### src/rtl/gf2m_pkg.sv
// Shared GF(2^83) definitions: sequencer states, default field width and the
// trinomial-free pentanomial taps f(x) = x^83 + x^7 + x^4 + x^2 + 1.
package gf2m_pkg;

    localparam int GF2M_WIDTH = 83;
    localparam int GF2M_K3    = 7;
    localparam int GF2M_K2    = 4;
    localparam int GF2M_K1    = 2;

    typedef enum logic [2:0] {
        IDLE,
        LOAD,
        MSTART,
        MWAIT,
        DONE
    } state_t;

endpackage

### src/rtl/gf2m_inner_prod.sv
// Inner-product sequencer c = sum(a_i*b_i) driving an external field multiplier; optional GF2M_INNER_PROD_ZERO_SKIP_EN.
// Latency: L+2 cycles per pair (1 cycle per skipped zero pair); len=0 yields out_valid 1 cycle after start.
// Backpressure: in_ready only in LOAD; result held in DONE until out_ready; start ignored unless IDLE.
module gf2m_inner_prod
    import gf2m_pkg::*;
#(
    parameter int WIDTH = GF2M_WIDTH,
    parameter int LEN_W = 8
) (
    input  logic             clk,
    input  logic             rst_b,
    input  logic             start,
    input  logic [LEN_W-1:0] len,
    input  logic             in_valid,
    output logic             in_ready,
    input  logic [WIDTH-1:0] in_a,
    input  logic [WIDTH-1:0] in_b,
    output logic             mul_start,
    output logic [WIDTH-1:0] mul_op_a,
    output logic [WIDTH-1:0] mul_op_b,
    input  logic             mul_done,
    input  logic [WIDTH-1:0] mul_op_c,
    output logic             out_valid,
    input  logic             out_ready,
    output logic [WIDTH-1:0] result,
    output logic             busy
);

    state_t           state, state_nxt;
    logic [WIDTH-1:0] acc;
    logic [LEN_W-1:0] cnt;
    logic             zero_pair;

`ifdef GF2M_INNER_PROD_ZERO_SKIP_EN
    assign zero_pair = (in_a == '0) || (in_b == '0);
`else
    assign zero_pair = 1'b0;
`endif

    // Outputs decode straight from state so an async reset clears them at once.
    assign in_ready  = (state == LOAD);
    assign mul_start = (state == MSTART);
    assign out_valid = (state == DONE);
    assign busy      = (state != IDLE);
    assign result    = acc;

    always_ff @(posedge clk or negedge rst_b) begin
        if (!rst_b) begin
            state <= IDLE;
        end else begin
            state <= state_nxt;
        end
    end

    always_comb begin
        state_nxt = state;
        case (state)
            IDLE: begin
                if (start) begin
                    state_nxt = (len == '0) ? DONE : LOAD;
                end
            end
            LOAD: begin
                if (in_valid) begin
                    if (zero_pair) begin
                        state_nxt = (cnt == LEN_W'(1)) ? DONE : LOAD;
                    end else begin
                        state_nxt = MSTART;
                    end
                end
            end
            MSTART: state_nxt = MWAIT;
            MWAIT: begin
                if (mul_done) begin
                    state_nxt = (cnt == '0) ? DONE : LOAD;
                end
            end
            DONE: begin
                if (out_ready) begin
                    state_nxt = IDLE;
                end
            end
            default: state_nxt = IDLE;
        endcase
    end

    always_ff @(posedge clk or negedge rst_b) begin
        if (!rst_b) begin
            acc      <= '0;
            cnt      <= '0;
            mul_op_a <= '0;
            mul_op_b <= '0;
        end else begin
            case (state)
                IDLE: begin
                    if (start) begin
                        acc <= '0;
                        cnt <= len;
                    end
                end
                LOAD: begin
                    if (in_valid) begin
                        cnt <= cnt - LEN_W'(1);
                        if (!zero_pair) begin
                            mul_op_a <= in_a;
                            mul_op_b <= in_b;
                        end
                    end
                end
                MWAIT: begin
                    // Products arrive already reduced; field addition is XOR.
                    if (mul_done) begin
                        acc <= acc ^ mul_op_c;
                    end
                end
                default: ;
            endcase
        end
    end

endmodule

### config.mk
export PLATFORM = sky130hd
export DESIGN_NAME = gf2m_inner_prod
export DESIGN_NICKNAME = d
export VERILOG_FILES = /design/src/rtl/gf2m_pkg.sv /design/src/rtl/gf2m_inner_prod.sv
export SDC_FILE = /design/constraint.sdc
export NUM_CORES = 1
export LEC_CHECK = 0
export ABC_AREA = 1
export BUFFER_PORTS_ARGS = -buffer_cell sky130_fd_sc_hd__buf_2
export CORE_AREA = 5 5 198 200
export DETAILED_ROUTE_END_ITERATION = 8
export DIE_AREA = 0 0 203 205
export HOLD_SLACK_MARGIN = 0.02
export PLACE_DENSITY_LB_ADDON = 0.08
export REMOVE_ABC_BUFFERS = 1
export SLEW_MARGIN = 20
export SYNTH_ARGS = -nofsm -noshare
export SYNTH_HDL_FRONTEND = slang
export SYNTH_SLANG_ARGS = --single-unit
### constraint.sdc
create_clock -name clk -period 1.3 [get_ports clk]
set_input_delay 0.13 -clock clk [delete_from_list [all_inputs] [get_ports clk]]
set_output_delay 0.13 -clock clk [all_outputs]
set_load 0.005 [all_outputs]
==> impl_metrics.csv, run 1 <==
group,metric,value,unit
route,via_count,12507,
placement,place_congestion,0.7956,
clocking,htree_num_levels,1,
global_route,grt_max_degree,92,
clocking,root_buffer,"clkbuf_16",
power_and_ir_drop,p_int,0.02867,W
synthesis,synth_flop_cell,"dfrtp_1",
global_route,track_usage,0.2226,
timing,whs,92.21,ps
synthesis,yosysMostFrequentCell,"nand2_1",
power_and_ir_drop,sw_frac_of_total,0.3980,
die,initial_core_util,0.3100,
worst_setup_path,cp-end-kind,"output pin",
placement,place_ws,-228.7,ps
worst_setup_path,cp.arrival,1550,ps
clocking,clk_path_buf_depth,3,
global_route,globalRouteMet2Util,0.3749,
global_route,overflow,0,
die,dieHeight,205,um
timing,finalCriticalPeriod,1679,ps
timing,tightest_slew,515.9,ps
synthesis,synth_edf_count,0,
power_and_ir_drop,p_switching,0.01895,W
worst_setup_path,worstPathRequired,1170,ps
power_and_ir_drop,p_comb_frac,0.519,
power_and_ir_drop,powerDensity,2264,nW/um^2
synthesis,synth_area_leader_cell,"dfrtp_1",
synthesis,synth.area.top_cells,"dfrtp_1, nand2_1, nand3_1",
worst_setup_path,critPathLaunchType,"flop",
timing,skew,11.98,ps
worst_setup_path,critical_path_class,"reg -> out",
die,io_pins,516,
synthesis,yosysTopAreaCellShare,0.5638,
status,violations,"negative setup slack",
power_and_ir_drop,total_power,0.04762,W
final_layout,fin_nets,2422,
synthesis,syn_area,11540,um^2
timing,worst_slack,-378.7,ps
final_layout,fill_cells,3306,
global_route,grt_pass1_vias,12677,
power_and_ir_drop,seqPwrFrac,0.305,
synthesis,synth_common_cells,"nand2_1, dfrtp_1, nand3_1",
global_route,use_met1,0.2786,
route,drc,0,
worst_setup_path,crit_buf_inv,4,
worst_setup_path,critPathSlowestCell,"dfrtp_1",
synthesis,ys_seq_area_frac,0.5638,
power_and_ir_drop,p_leak,11.26,nW
synthesis,yosysUniqueCellTypes,21,
placement,dpl.hpwl,31030,um
synthesis,ys_warn_count,0,
timing,rsz0062_at_grt,"yes",
synthesis,syn_area_per_cell,8.850,um^2
worst_setup_path,cp_max_fo,2,
final_layout,layout-drive-gt1-share,0.4166,
timing,fmax,595.7,MHz
status,status,"finished, violations left",
global_route,grt_pass1_wl,73750,um
global_route,gr-usage-met3,0.05778,
route,drtIter0Drc,582,
die,die_area,41620,um^2
die,rows,71,
route,viasPerCell,4.713,
final_layout,stdcell_area,21030,um^2
route,avgRoutedWirePerCell,19.38,um
worst_setup_path,worstPathCellList,"nor2_4 -> nand2_2 -> inv_4 -> buf_12 -> buf_12 -> buf_6",
final_layout,syn2layout_area_growth,82.25,%
clocking,clk_pin_slew,60,ps
die,core,37220,um^2
synthesis,async_flop_share,1.000,
route,drtPass1Iterations,6,
timing,hold_viol,0,
route,antenna_left,0,
power_and_ir_drop,clockPowerShare,0.175,
worst_setup_path,crit_top_cell,"buf_12",
worst_setup_path,crit_family,"flip-flops",
timing,period_share,1.291,
placement,portBuffers,515,
final_layout,multi_input_area,5328,um^2
synthesis,syn_inst,1304,
route,wl,51430,um
timing,maxSlewHeadroom,0.6561,
job,drv_cap,0,
placement,dpl_cell_area,15020,um^2
global_route,antenna_found_initial,4,
clocking,clock_latency,560,ps
final_layout,regArea,6507,um^2
timing,setup_viol,264,
global_route,busiest_layer,"met2",
hold_path,hp-class,"in -> async",
worst_setup_path,critPathMaxStageDelay,410,ps
power_and_ir_drop,ir_worst_vdd,1227,uV
clocking,cts_num_sinks,260,
die,die_x,203,um
synthesis,ys_ff_latch,260,
clocking,numCtsBuffers,30,
timing,finalMaxSlewViolations,0,
clocking,cts_tree,"built",
-- logic make-up (layout without fill, tap and decap cells) --
logic type / after synthesis / in the layout / share of synthesized area
simple gates: 748 / 748 / 0.2797
flops: 260 / 260 / 0.5638
buf+inv: 111 / 984 / 0.04857
compound gates: 101 / 101 / 0.04380
xor+xnor: 83 / 83 / 0.06299
fa+ha+maj: 1 / 1 / 0.001084
other cells: 0 / 3 / 0
-- layout make-up --
type | instances | share of cell area
Antenna cell | 3 | 0.0003570
Clock buffer | 47 | 0.04355
Clock inverter | 4 | 0.002142
Inverter | 19 | 0.003510
Multi-Input combinational cell | 933 | 0.2533
Sequential cell | 260 | 0.3094
Tap cell | 474 | 0.02820
Timing Repair Buffer | 914 | 0.3595
-- routing by layer --
layer	up-vias	wire length, um	part of all wire
met4	2	1490	0.029
met2	478	25100	0.49
met5	-	7	0.00014
li1	5981	-	-
met1	5964	20960	0.41
met3	82	3868	0.075
-- layout by cell type, fill, tap and decap left out, types with 43 or more instances in the layout --
cell           Yosys  final
dlygate4sd3_1      0    259
xor2_1            83     83
buf_2             43    511
o21ai_2            0     49
nand3_1          250    176
nand2_2            2     43
dfrtp_1          260    259
nand3_2           11     81
nand2_1          457    400
clkbuf_16          0     54
-- worst paths after layout --
kind                           endpoint  cells after the start  slack (ps)          from
hold / removal             mul_op_b[27]                      2          90         rst_b
max in group asynchronous  mul_op_a[65]                      3         620         rst_b
hold reg to reg            mul_op_a[22]                      2         460  mul_op_a[22]
setup reg to reg              result[9]                     11        -360      state[2]
setup / recovery               in_ready                      6        -380      state[2]
min in group clk           mul_op_b[50]                      4         110      in_valid
-- power groups by stage --
| stage | logic [W] | clock network [W] | registers (W) |
|---|---|---|---|
| 2_1_floorplan | 0.00668 | 0 | 0.0143 |
| 4_1_cts | 0.0212 | 0.00861 | 0.0142 |
| 5_1_grt | 0.0268 | 0.00893 | 0.0150 |
| 3_3_place_gp | 0.0163 | 0 | 0.0142 |
| 6_report | 0.0247 | 0.00835 | 0.0145 |
| 3_5_place_dp | 0.0164 | 0 | 0.0142 |
-- sequential cells by signal (all words and copies together), names as in the netlist --
name,count
mul_op_b,83
cnt,8
result,83
state,3
mul_op_a,83
-- per-stage QoR --
step                utilization  TNS (ps)  cells
floorplan                     -   -791710   1212
global placement         0.4035    -28090   2266
detailed placement       0.4035    -32310   2266
CTS                      0.5257    -61500   2621
global route             0.5650    -88820   2654
finish                   0.5650    -66520   2654
-- timing repair --
item,in CTS,in global routing
gates cloned,18,30
pin swaps,7,124
resized for setup,65,312
hold buffers,259,0
setup endpoints to repair,264,268
buffers inserted,28,11
hold endpoints to repair,519,0
-- worst register-to-register path: stages (launching register included) --
cell and delay, ps:
dfrtp_1 410, inv_2 80, buf_6 90, nand3_4 80, buf_6 130, nor2_4 150
nor2_4 80, buf_12 160, buf_6 130, buf_12 130, nand3_2 60, nand2_1 50
Note: power is estimated with default switching activity, not from simulation.
==> inputs of run 2 (changes only) <==
- PLACE_DENSITY: unset -> 0.58
- PLACE_DENSITY_LB_ADDON: 0.08 -> unset
==> run 2 against run 1 <==
The flow still finishes with violations (negative setup slack). Die area unchanged. Clock-buffer cell count fell by 6. Combinational power increased by 9.7%. First-iteration DRC count grew 47%. Setup slack worse by 79 ps. Register-to-register slack worse by 80 ps. Sequential share of layout area fell by 0.89 points. Flip-flop and latch count did not move. Critical endpoint is now out_valid.
==> impl_metrics.csv, run 2 (synthesis results as in run 1) <==
group,metric,value,unit
clocking,cts_tree,"built",
clocking,clock_latency,560,ps
placement,place_congestion,0.8280,
timing,fmax,569.0,MHz
timing,hold_viol,0,
route,wl,56850,um
global_route,busiest_layer,"met2",
global_route,grt_pass1_vias,13420,
clocking,clk_path_buf_depth,3,
clocking,cts_num_sinks,260,
timing,skew,16.03,ps
route,drc,0,
route,antenna_left,0,
route,viasPerCell,5.016,
global_route,track_usage,0.2269,
global_route,grt_max_degree,52,
global_route,grt_pass1_wl,75660,um
timing,setup_viol,266,
worst_setup_path,cp.arrival,1630,ps
final_layout,final_common_cell,"buf_2",
route,drtIter0Drc,856,
timing,whs,80.79,ps
die,io_pins,516,
timing,tightest_slew,407.3,ps
worst_setup_path,critPathSlowestCell,"dfrtp_1",
clocking,numCtsBuffers,29,
placement,dpl_cell_area,15080,um^2
status,violations,"negative setup slack",
power_and_ir_drop,powerDensity,2319,nW/um^2
final_layout,stdcell_area,21650,um^2
die,rows,71,
status,status,"finished, violations left",
route,avgRoutedWirePerCell,21.18,um
job,drv_cap,0,
timing,rsz0062_at_grt,"yes",
worst_setup_path,worstPathRequired,1170,ps
final_layout,syn2layout_area_growth,87.59,%
power_and_ir_drop,ir_worst_vdd,1135,uV
worst_setup_path,critPathLaunchType,"flop",
die,core,37220,um^2
placement,dpl.hpwl,30840,um
die,initial_core_util,0.3100,
clocking,clk_pin_slew,60,ps
worst_setup_path,critical_path_class,"reg -> out",
global_route,gr-usage-met3,0.05129,
die,die_x,203,um
die,die_area,41620,um^2
global_route,overflow,0,
clocking,htree_num_levels,1,
timing,finalCriticalPeriod,1757,ps
global_route,use_met1,0.2656,
final_layout,fin_nets,2454,
route,drtPass1Iterations,5,
timing,maxSlewHeadroom,0.7285,
hold_path,hp-class,"in -> async",
timing,worst_slack,-457.4,ps
clocking,root_buffer,"clkbuf_16",
worst_setup_path,cp_max_fo,3,
placement,portBuffers,515,
worst_setup_path,cp-end-kind,"output pin",
power_and_ir_drop,p_leak,11.48,nW
final_layout,final_cell_mix,"buf_2, nand2_1, dfrtp_1, dlygate4sd3_1, nand3_1",
global_route,antenna_found_initial,1,
timing,period_share,1.352,
worst_setup_path,worstPathCellList,"buf_4 -> nor3_2 -> buf_4 -> buf_2",
route,via_count,13463,
die,dieHeight,205,um
worst_setup_path,critPathMaxStageDelay,420,ps
final_layout,fin_cells,2684,
timing,finalMaxSlewViolations,0,
placement,dp_cells,2272,
final_layout,antennaDiodeCount,0,
worst_setup_path,crit_top_cell,"buf_4",
global_route,globalRouteMet2Util,0.3994,
final_layout,layout-drive-gt1-share,0.4421,
-- run 2: cell type report --
cell class | instances | area [um^2]
Clock buffer | 41 | 840.8
Fill cell | 2915 | 15570
Sequential cell | 260 | 6506
Clock inverter | 10 | 108.9
Timing Repair Buffer | 943 | 7934
Tap cell | 474 | 593.1
Multi-Input combinational cell | 937 | 5577
Inverter | 19 | 87.58
-- run 2: power breakdown --
group / switching [W] / leakage, nW / total [W] / internal [W]
Clock: 0.00346 / 0.466 / 0.00833 / 0.00487
Combinational: 0.0141 / 7.66 / 0.0271 / 0.0130
Sequential: 0.00303 / 3.34 / 0.0148 / 0.0118
Total: 0.0205 / 11.5 / 0.0502 / 0.0296
-- run 2: final timing paths --
check,startpoint,slack [ps],depth (start not counted),end
worst max-delay path,state[1],-460,4,out_valid
worst min-delay path,rst_b,80,2,mul_op_b[28]
worst max register to register,state[2],-440,11,mul_op_b[10]
worst min register to register,mul_op_b[8],460,2,mul_op_b[8]
max in group asynchronous,rst_b,580,3,result[13]
min in group clk,mul_done,190,6,state[1]
-- run 2: critical path, delay by kind of cell, from the launching register on --
| kind | cells | cell delay (ps) |
|---|---|---|
| simple gates | 1 | 240 |
| buf+inv | 3 | 420 |
| flops | 1 | 420 |
-- run 2: timing repair --
item / in CTS / in global routing
cloned: 14 / 45
resized for setup: 112 / 323
hold buffers: 260 / 0
endpoints found under the hold margin: 519 / 0
setup buffers: 22 / 34
endpoints found under the setup margin: 269 / 278
pin swaps: 5 / 46
-- run 2: per-layer routing --
layer | up-vias | share of wire
met4 | 2 | 0.051
met2 | 816 | 0.50
li1 | 6029 | -
met5 | - | 0.00019
met3 | 181 | 0.083
met1 | 6435 | 0.37
-- run 2: stage by stage --
stage                     utilization  TNS [ps]  total power (W)  setup WS (ps)
after floorplan                     -   -791710          0.02102          -4058
after global placement         0.4052    -32220          0.03047         -185.8
after detailed placement       0.4052    -39440          0.03070         -199.4
after CTS                      0.5275    -77080          0.04397         -478.3
after global routing           0.5816   -111200          0.05283         -531.6
final                          0.5816    -91500          0.05019         -457.4
